[config.mk]
export PLATFORM = sky130hd
export DESIGN_NAME = key_event
export DESIGN_NICKNAME = d
export VERILOG_FILES = /design/src/rtl/key_event.sv
export SDC_FILE = /design/constraint.sdc
export NUM_CORES = 1
export LEC_CHECK = 0
export CORE_AREA = 2 2 43 55
export CTS_CLUSTER_SIZE = 24
export DETAILED_ROUTE_END_ITERATION = 12
export DIE_AREA = 0 0 45 57
export DONT_BUFFER_PORTS = 1
export PLACE_DENSITY_LB_ADDON = 0.3
export SETUP_SLACK_MARGIN = 0.5
export SYNTH_ARGS = -nofsm -noshare
export SYNTH_HDL_FRONTEND = slang
export SYNTH_SLANG_ARGS = --single-unit
[constraint.sdc]
create_clock -name CP_1KHz -period 6 [get_ports CP_1KHz]
set_input_delay 0.9 -clock CP_1KHz [delete_from_list [all_inputs] [get_ports CP_1KHz]]
set_output_delay 0.9 -clock CP_1KHz [all_outputs]
set_load 0.005 [all_outputs]
[src/rtl/key_event.sv]
// Debounced-key event generator: short press, long press and hold-to-repeat pulses.
// Optional double-click detection is compiled in with `define KEY_DCLICK_EN.
module key_event #(
  parameter int LONG_MS   = 1000,
  parameter int REPEAT_MS = 200,
  parameter int DCLICK_MS = 300,
  parameter int CNT_W     = 11
) (
  input  logic CP_1KHz,
  input  logic nCR,
  input  logic btn_in,
  output logic short_press,
  output logic long_press,
  output logic repeat_tick,
  output logic held,
  output logic dbl_click
);

`ifdef KEY_DCLICK_EN
  typedef enum logic [2:0] {LOCK, IDLE, PRESS, REPEAT, WAIT2, PRESS2} state_e;
`else
  typedef enum logic [2:0] {LOCK, IDLE, PRESS, REPEAT} state_e;
`endif

  localparam logic [CNT_W-1:0] LONG_C   = CNT_W'(LONG_MS);
  localparam logic [CNT_W-1:0] REPEAT_C = CNT_W'(REPEAT_MS);
`ifdef KEY_DCLICK_EN
  localparam logic [CNT_W-1:0] DCLICK_C = CNT_W'(DCLICK_MS);
`endif

  localparam bit PARAMS_OK = (LONG_MS >= 2)   && (LONG_MS < 2**CNT_W) &&
                             (REPEAT_MS >= 1) && (REPEAT_MS < 2**CNT_W) &&
                             (DCLICK_MS >= 1) && (DCLICK_MS < 2**CNT_W);

  state_e           state_q;
  logic [CNT_W-1:0] cnt_q;
  logic [CNT_W-1:0] cnt_d;

  assign cnt_d = cnt_q + CNT_W'(1);

  // Outputs are registered; pulses default low every cycle so each lasts one clock.
  always_ff @(posedge CP_1KHz or negedge nCR) begin
    if (!nCR) begin
      state_q     <= LOCK;
      cnt_q       <= '0;
      short_press <= 1'b0;
      long_press  <= 1'b0;
      repeat_tick <= 1'b0;
      held        <= 1'b0;
      dbl_click   <= 1'b0;
    end else begin
      short_press <= 1'b0;
      long_press  <= 1'b0;
      repeat_tick <= 1'b0;
      dbl_click   <= 1'b0;
      case (state_q)
        // A key held through reset must be released before it can count.
        LOCK: begin
          if (!btn_in) state_q <= IDLE;
        end
        IDLE: begin
          if (btn_in) begin
            state_q <= PRESS;
            cnt_q   <= CNT_W'(1);
            held    <= 1'b1;
          end
        end
        PRESS: begin
          if (btn_in) begin
            if (cnt_d == LONG_C) begin
              long_press <= 1'b1;
              cnt_q      <= '0;
              state_q    <= REPEAT;
            end else begin
              cnt_q <= cnt_d;
            end
          end else begin
            held  <= 1'b0;
            cnt_q <= '0;
`ifdef KEY_DCLICK_EN
            state_q <= WAIT2;
`else
            short_press <= 1'b1;
            state_q     <= IDLE;
`endif
          end
        end
        REPEAT: begin
          if (btn_in) begin
            if (cnt_d == REPEAT_C) begin
              repeat_tick <= 1'b1;
              cnt_q       <= '0;
            end else begin
              cnt_q <= cnt_d;
            end
          end else begin
            held    <= 1'b0;
            cnt_q   <= '0;
            state_q <= IDLE;
          end
        end
`ifdef KEY_DCLICK_EN
        WAIT2: begin
          if (btn_in) begin
            state_q <= PRESS2;
            cnt_q   <= CNT_W'(1);
            held    <= 1'b1;
          end else if (cnt_d == DCLICK_C) begin
            short_press <= 1'b1;
            cnt_q       <= '0;
            state_q     <= IDLE;
          end else begin
            cnt_q <= cnt_d;
          end
        end
        // Long hold on the second press settles the first press as a short one.
        PRESS2: begin
          if (btn_in) begin
            if (cnt_d == LONG_C) begin
              short_press <= 1'b1;
              long_press  <= 1'b1;
              cnt_q       <= '0;
              state_q     <= REPEAT;
            end else begin
              cnt_q <= cnt_d;
            end
          end else begin
            dbl_click <= 1'b1;
            held      <= 1'b0;
            cnt_q     <= '0;
            state_q   <= IDLE;
          end
        end
`endif
        default: begin
          state_q <= LOCK;
          cnt_q   <= '0;
          held    <= 1'b0;
        end
      endcase
    end
  end

  param_chk: assert property (@(posedge CP_1KHz) PARAMS_OK)
    else $error("key_event: parameter out of range");

`ifdef KEY_DCLICK_EN
  excl_chk: assert property (@(posedge CP_1KHz) disable iff (!nCR)
    $onehot0({short_press & ~long_press, long_press, repeat_tick, dbl_click}));
`else
  excl_chk: assert property (@(posedge CP_1KHz) disable iff (!nCR)
    $onehot0({short_press, long_press, repeat_tick, dbl_click}));
`endif

endmodule
# Word-level counts from Yosys, hierarchy flattened

Cells that the tools add are included.

Register bits: 18

Add/subtract/negate cells: 1
Equal/unequal tests: 9
Reductions and logical operators: 6
Multiplexer cells: 22
Bitwise logic cells: 1

Operators by type and width:

| operator              | number |
|---|---|
| $mux 11               | 5 |
| $pmux 11 s4           | 1 |
| $mux 3                | 4 |
| $add 11x1->11 const B | 1 |
| $eq 11x10->1 const B  | 1 |
| $eq 11x8->1 const B   | 1 |
| $mux 1                | 10 |
| $pmux 3 s3            | 1 |
| $eq 3x2->1 const B    | 2 |
| $ne 2x2->1 const B    | 3 |
| $reduce_and 3->1      | 2 |
| $reduce_or 2->1       | 2 |
| $eq 3x1->1 const B    | 1 |
| $logic_not 3->1       | 1 |
| $ne 3x3->1 const B    | 1 |
| $pmux 1 s3            | 1 |
| $reduce_and 2->1      | 1 |
| $not 1->1             | 1 |

# Longest topological paths before layout

Gate-level depths: netlist of run 1.

Word-level depth: 5
Depth in mapped cells: 9
Depth with buffers taken out: 8

# Least setup slack after synthesis of run 1

No wires, ideal clock.

Kind: flip-flop to flip-flop
Start: register cnt_q[1]
End: register cnt_q[0]
Path slack: 3.806 ns
Period minus slack after synthesis: 2.194 ns
Arrival time: 2.073 ns
Required time: 5.879 ns
Cell stages (with the launch flop): 9
Cell sequence: dfrtp_1 ha_1 nand3_1 xnor2_1 a2111oi_4 nand4_2 a32oi_4 nor3_1 o22a_1

Word-level cells in the longest chain between the ends: 5

RTL lines:

| what                                               | RTL line | text |
|---|---|---|
| start, declared                                    | 36       | `logic [CNT_W-1:0] cnt_q;` |
| start signal, assigned                             | 75       | `cnt_q <= cnt_d;` |
| start signal, assigned                             | 94       | `cnt_q <= cnt_d;` |
| $add 11x1->11 *                                    | 39       | `assign cnt_d = cnt_q + CNT_W'(1);` |
| $eq 11x8->1 / $eq 11x10->1 (equally long branches) | 90, 70   |  |
| $mux 11, on equally long branches                  | 90, 70   |  |
| $mux 11, on equally long branches                  | 89, 69   |  |
| $pmux 11 s4 *                                      | 56       | `case (state_q)` |

Mark *: on every way between the ends. The rest lies on a longest branch, timed or not.
A chain may end at the register's enable or synchronous reset.

# Final worst setup path of run 1

Start: register cnt_q[0]
End: register cnt_q[7]

The elaborated chain is that of the path after synthesis.

==> run_results.csv, run 1 <==
group,metric,value,unit
outcome,status,"complete, no violations",
timing,maxSlewViolCount,0,
drt,via_per_inst,6.64,
clocking,ctsRootBufferMaster,"clkbuf_4",
finish,antenna_cells,0,
setup_path,rr_endpoint,"cnt_q[7]$_DFFE_PN0P_",
setup_path,r2r_slack,3.46,ns
clocking,h-tree-depth,1,
timing,max_slew_margin,0.453,
setup_path,endpoint_kind,"flip-flop",
placement,io_buffers,0,
drt,vias,1042,
setup_path,worstSetupPathType,"flip-flop to flip-flop",
logic_synthesis,synthCells,144,
logic_synthesis,synth_seq_area_share,0.338,
setup_path,crit_fanout,11,
clocking,ctsHoldBuffers,0,
drt,wire_per_inst,16.7,um
floorplanning,io_pins,8,
floorplanning,coreArea,2090,sq um
power,power,0.391,mW
drt,wl,2630,um
clocking,postCtsSetupBuffers,0,
clocking,clk_path_buf_depth,2,
placement,dpl_cell_area,1220,sq um
floorplanning,die_area,2570,sq um
timing,fin_crit,2.54,ns
floorplanning,initial_utilization,0.602,
setup_path,worstPathArrival,2.75,ns
job,cap_violations,0,
logic_synthesis,synthTopCellsByArea,"dfrtp_1, ha_1, o21ai_0, nand2_1, nand3_1",
clocking,cts_tree,"done",
setup_path,cp-start-kind,"flip-flop",
logic_synthesis,ys_async_sr_fraction,1.00,
logic_synthesis,synthesis.nets,154,
setup_path,rr_startpoint,"cnt_q[0]$_DFFE_PN0P_",
finish,fin_nets,147,
clocking,path_clk_slew,0.10,ns
drt,drt_first_iter_violations,28,
finish,drive_above_1_share,0.0588,
clocking,cts_made_buffers,3,
logic_synthesis,synth_area_leader_cell,"dfrtp_1",
setup_path,critPathLaunch,"cnt_q[0]$_DFFE_PN0P_",
timing,skew,0.00283,ns
logic_synthesis,synth_ff_type,"dfrtp_1",
global_route,track_usage,0.242,
power,power_density,315,nW/um^2
placement,gp_congestion,0.816,
logic_synthesis,ys_types,40,
timing,setup_viol,0,
setup_path,rr_worst_depth,8,
finish,final_area,1240,sq um
global_route,grt-ovfl-total,0,
drt,drc,0,
timing,period_share,0.424,
global_route,grt_max_degree,18,
power,peakVddDrop,0.308,mV
timing,setup_slack,3.46,ns
worst_hold_path,hold_class,"primary input to async pin",
floorplanning,rows,19,
timing,rsz0062_at_grt,"no",
global_route,antenna_found_initial,0,
logic_synthesis,syn-mean-instance-area,8.74,sq um
timing,hold_violations,0,
setup_path,required,6.20,ns
floorplanning,die_w,45,um
power,leakagePower,0.502,nW
placement,hpwl,1960,um
logic_synthesis,synth.most_common_cell,"dfrtp_1",
clocking,cts-resized-gates,0,
timing,tns,0,ns
drt,ant_nets,0,
logic_synthesis,synth_edf_count,0,
finish,area_growth,-1.19,%
setup_path,crit_end,"cnt_q[7]$_DFFE_PN0P_",
drt,first_pass_iters,4,
logic_synthesis,ys_ff_latch,17,
finish,fin_util,0.594,
placement,dp_slack,3.47,ns
timing,worst_pin_slew,0.820,ns
floorplanning,dieHeight,57,um
global_route,grt_pass1_wl,4600,um
global_route,first_global_vias,1030,
clocking,worstSkewPairLatency,0.30,ns
logic_synthesis,synth_top_area_frac,0.338,
logic_synthesis,syn_area,1260,sq um
logic_synthesis,yosys-top-cells-count,"dfrtp_1, nand2_1, o21ai_0, nand3_1, nor2_1",
clocking,clock_sinks,17,
timing,fmax,393,MHz
logic_synthesis,ys.warnings.count,0,
layout make-up:
| class | count | area, sq um |
|---|---|---|
| well taps | 21 | 26.3 |
| clock buffers | 4 | 26.3 |
| flip-flops and latches | 17 | 425 |
| inverters | 6 | 22.5 |
| multi-input cells | 109 | 743 |
| fillers | 194 | 848 |
power breakdown:
part	total (mW)	leakage [nW]	internal, mW	switching (mW)
Combinational	0.166	0.259	0.0588	0.107
Sequential	0.161	0.229	0.132	0.0293
Clock	0.0639	0.0150	0.0260	0.0379
Total	0.391	0.502	0.217	0.175
state kept, by name, summed over array words and instances, names as in the netlist:
register	cells
cnt_q	11
held	1
long_press	1
repeat_tick	1
short_press	1
state_q	2
per-layer routing:
metal  routed length (um)  share of wire  vias to the layer above  GRT usage
li1                     -              -                      507          -
met1                 1060           0.40                      497      0.298
met2                 1350           0.51                       27      0.382
met3                   94          0.036                       11     0.0285
met4                  127          0.048                        0      0.168
met5                    0              0                        -          0
critical path, cell delays in order (launching register included):
cell	delay, ns
dfrtp_1	0.52
ha_1	0.32
nand3_1	0.17
xnor2_1	0.19
a2111oi_4	0.31
nand4_2	0.22
a32oi_4	0.39
o21ai_0	0.13
o2bb2ai_1	0.17
stage by stage:
stage | std cells | hold slack (ns)
floorplan | 144 | 0.504
global placement | 153 | 0.533
detailed placement | 153 | 0.537
CTS | 157 | 0.268
global route | 157 | 0.261
finish | 157 | 0.276
logic make-up after synthesis:
kind of cell | after synthesis | synth area share
buffers and inverters | 18 | 0.0716
flip-flops | 17 | 0.338
AND/OR/NAND/NOR | 52 | 0.222
XOR/XNOR | 3 | 0.0209
AO/OA/AOI/OAI | 46 | 0.275
adder cells (fa/ha/maj) | 7 | 0.0696
other | 1 | 0.00298
worst min-delay path by stage:
| stage | to | slack [ns] | startpoint | cells past startpoint |
|---|---|---|---|---|
| detailed placement | cnt_q[10]$_DFFE_PN0P_ | 0.54 | cnt_q[10]$_DFFE_PN0P_ | 1 |
| global route | cnt_q[3]$_DFFE_PN0P_ | 0.26 | nCR | 0 |
| global placement | cnt_q[10]$_DFFE_PN0P_ | 0.53 | cnt_q[10]$_DFFE_PN0P_ | 1 |
| CTS | cnt_q[7]$_DFFE_PN0P_ | 0.27 | nCR | 0 |
| floorplan | cnt_q[10]$_DFFE_PN0P_ | 0.50 | cnt_q[10]$_DFFE_PN0P_ | 1 |
| finish | cnt_q[8]$_DFFE_PN0P_ | 0.28 | nCR | 0 |
layout by cell type (no fill, tap or decap), drive strengths merged:
master,synthesis,final
a211oi,4,4
o41ai,1,1
and3b,2,2
o21ai,13,13
nand3,9,9
o21a,2,2
a41oi,1,1
nor3,4,4
nand2b,2,2
inv,6,6
a21o,3,3
o2bb2ai,2,2
dfrtp,17,17
nand2,14,14
a31oi,4,4
and2,1,1
xnor2,2,2
o22a,1,1
nor2b,1,1
conb,1,1
nor4,2,2
o211a,1,1
and4,3,3
a21oi,7,7
clkbuf,4,4
a21boi,3,3
or3,3,3
a221o,1,1
o211ai,1,1
nor2,8,8
xor2,1,1
nand4,3,3
ha,7,7
a32oi,1,1
a2111oi,1,1
Power figures use the tool's default switching activity.
==> inputs of run 2 (changes only) <==
- CORE_AREA: 2 2 43 55 -> 2 2 46 59
- DIE_AREA: 0 0 45 57 -> 0 0 48 61
- clock period: 6 -> 2.2 ns (I/O delays scaled with it)
==> run 2 against run 1 <==
  * Non-clock buffer count increased by 30
  * Critical path type unchanged
  * Critical path depth increased by 1
  * Die area increased by 14%
  * Worst hold slack got worse by 0.19 ns
  * The flow now finishes with violations (negative setup slack)
  * Clock power increased to 2.8 times the previous value
  * Register-to-register slack got worse by 3.5 ns
  * Largest power group unchanged
  * Fmax increased by 11%
  * Clock-buffer cell count unchanged
  * Highest routed layer unchanged
  * Worst setup slack got worse by 3.5 ns
  * Core utilization increased by 10 points
==> run_results.csv, run 2 (synthesized netlist as in run 1, its figures left out) <==
group,metric,value,unit
setup_path,worstSetupPathType,"flip-flop to flip-flop",
finish,drive_above_1_share,0.373,
floorplanning,die_area,2930,sq um
finish,layout_common_cells,"buf_4, nand2_1, dfrtp_1",
clocking,ctsRootBufferMaster,"clkbuf_4",
drt,wl,3380,um
timing,fin_crit,2.29,ns
clocking,clk_path_buf_depth,2,
finish,fill_cells,181,
finish,finalNonFillerCells,199,
timing,setup_viol,5,
timing,setup_slack,-0.0856,ns
floorplanning,die_w,48,um
timing,fmax,438,MHz
clocking,h-tree-depth,1,
clocking,clock_sinks,17,
job,cap_violations,0,
setup_path,required,2.39,ns
placement,gp_congestion,0.884,
placement,dp_cells,179,
setup_path,crit_fanout,6,
clocking,path_clk_slew,0.11,ns
worst_hold_path,worstHoldPathCells,1,
clocking,cts_made_buffers,3,
finish,antenna_cells,0,
clocking,cts_tree,"done",
timing,max_slew_margin,0.451,
global_route,antenna_found_initial,0,
placement,io_buffers,0,
timing,rsz0062_at_grt,"yes",
floorplanning,dieHeight,61,um
global_route,grt_max_degree,18,
power,leakagePower,0.669,nW
finish,fin_nets,177,
placement,dpl_cell_area,1380,sq um
timing,maxSlewViolCount,0,
setup_path,endpoint_kind,"flip-flop",
power,peakVddDrop,0.785,mV
finish,area_growth,31.5,%
setup_path,rr_worst_depth,9,
worst_hold_path,hold_class,"primary input to flip-flop",
setup_path,worstPathArrival,2.48,ns
timing,whs,0.0828,ns
outcome,failed_checks,"negative setup slack",
timing,hold_violations,0,
global_route,grt_pass1_wl,5220,um
drt,via_per_inst,6.11,
timing,worst_pin_slew,0.820,ns
floorplanning,coreArea,2380,sq um
floorplanning,io_pins,8,
finish,final_area,1660,sq um
clocking,worstSkewPairLatency,0.30,ns
setup_path,cp-start-kind,"flip-flop",
placement,hpwl,2170,um
global_route,first_global_vias,1152,
drt,ant_nets,0,
timing,period_share,1.04,
drt,drc,0,
finish,top_regs,"cnt_q: 11 flops, state_q: 2 flops",
finish,final_common_cell,"buf_4",
timing,skew,0.00321,ns
outcome,status,"finished, violations left",
drt,drt_first_iter_violations,25,
finish,largest_register_ffs,11,
drt,first_pass_iters,4,
drt,wire_per_inst,17.0,um
floorplanning,rows,20,
global_route,track_usage,0.253,
drt,vias,1215,
floorplanning,initial_utilization,0.529,
global_route,grt-ovfl-total,0,
power,power_density,838,nW/um^2
finish,largest-register,"cnt_q",
run 2: layout make-up:
| type | instances | area (sq um) | share of cell area |
|---|---|---|---|
| Multi-Input combinational cell | 109 | 876 | 0.529 |
| Sequential cell | 17 | 432 | 0.261 |
| Timing Repair Buffer | 30 | 258 | 0.156 |
| Tap cell | 33 | 41.3 | 0.0249 |
| Clock buffer | 4 | 26.3 | 0.0159 |
| Inverter | 6 | 22.5 | 0.0136 |
run 2: report_power, final:
part | switching (mW) | leakage, nW | total [mW] | internal (mW)
logic | 0.404 | 0.432 | 0.767 | 0.363
registers | 0.0761 | 0.222 | 0.442 | 0.366
clock network | 0.107 | 0.0150 | 0.178 | 0.0707
run 2: through the flow:
stage	util	TNS [ns]	total power [mW]	setup slack, ns
final	0.696	-0.294	1.39	-0.0856
after global routing	0.696	-0.983	1.47	-0.177
after CTS	0.644	-0.0867	1.26	-0.0394
after detailed placement	0.582	-0.319	0.968	-0.0935
after global placement	0.582	-0.0855	0.946	-0.0343
after floorplan	-	0	0.844	0.204
run 2: repair_timing:
item                       CTS  global route
hold endpoints to repair    17             0
pin swaps                    4             5
setup buffers                6             9
setup endpoints to repair   15            15
hold buffers                 1             0
resized for setup           21            16
run 2: final timing paths:
check | startpoint | slack (ns) | end
worst min-delay path | btn_in | 0.08 | short_press$_DFF_PN0_
worst min register to register | cnt_q[10]$_DFFE_PN0P_ | 0.56 | cnt_q[10]$_DFFE_PN0P_
worst max-delay path | cnt_q[1]$_DFFE_PN0P_ | -0.09 | cnt_q[2]$_DFFE_PN0P_
worst max register to register | cnt_q[1]$_DFFE_PN0P_ | -0.09 | cnt_q[2]$_DFFE_PN0P_
max in group asynchronous | nCR | 1.09 | state_q[1]$_DFFE_PN0P_
min in group asynchronous | nCR | 0.56 | cnt_q[1]$_DFFE_PN0P_
run 2: layer usage:
layer,vias up,GRT usage,wire length (um)
li1,565,-,-
met1,597,0.310,1350
met2,41,0.417,1770
met3,12,0.0298,142
met4,0,0.139,119
met5,-,0,0
run 2: worst max-delay path, cell delays in order, from the launching register on:
cell and delay, ns:
dfrtp_2 0.46, buf_6 0.14, nand3_2 0.08, or3_4 0.36, a211oi_4 0.27, nand4_2 0.20, a32oi_4 0.30, buf_6 0.17
o21ai_1 0.06, o2bb2ai_1 0.14
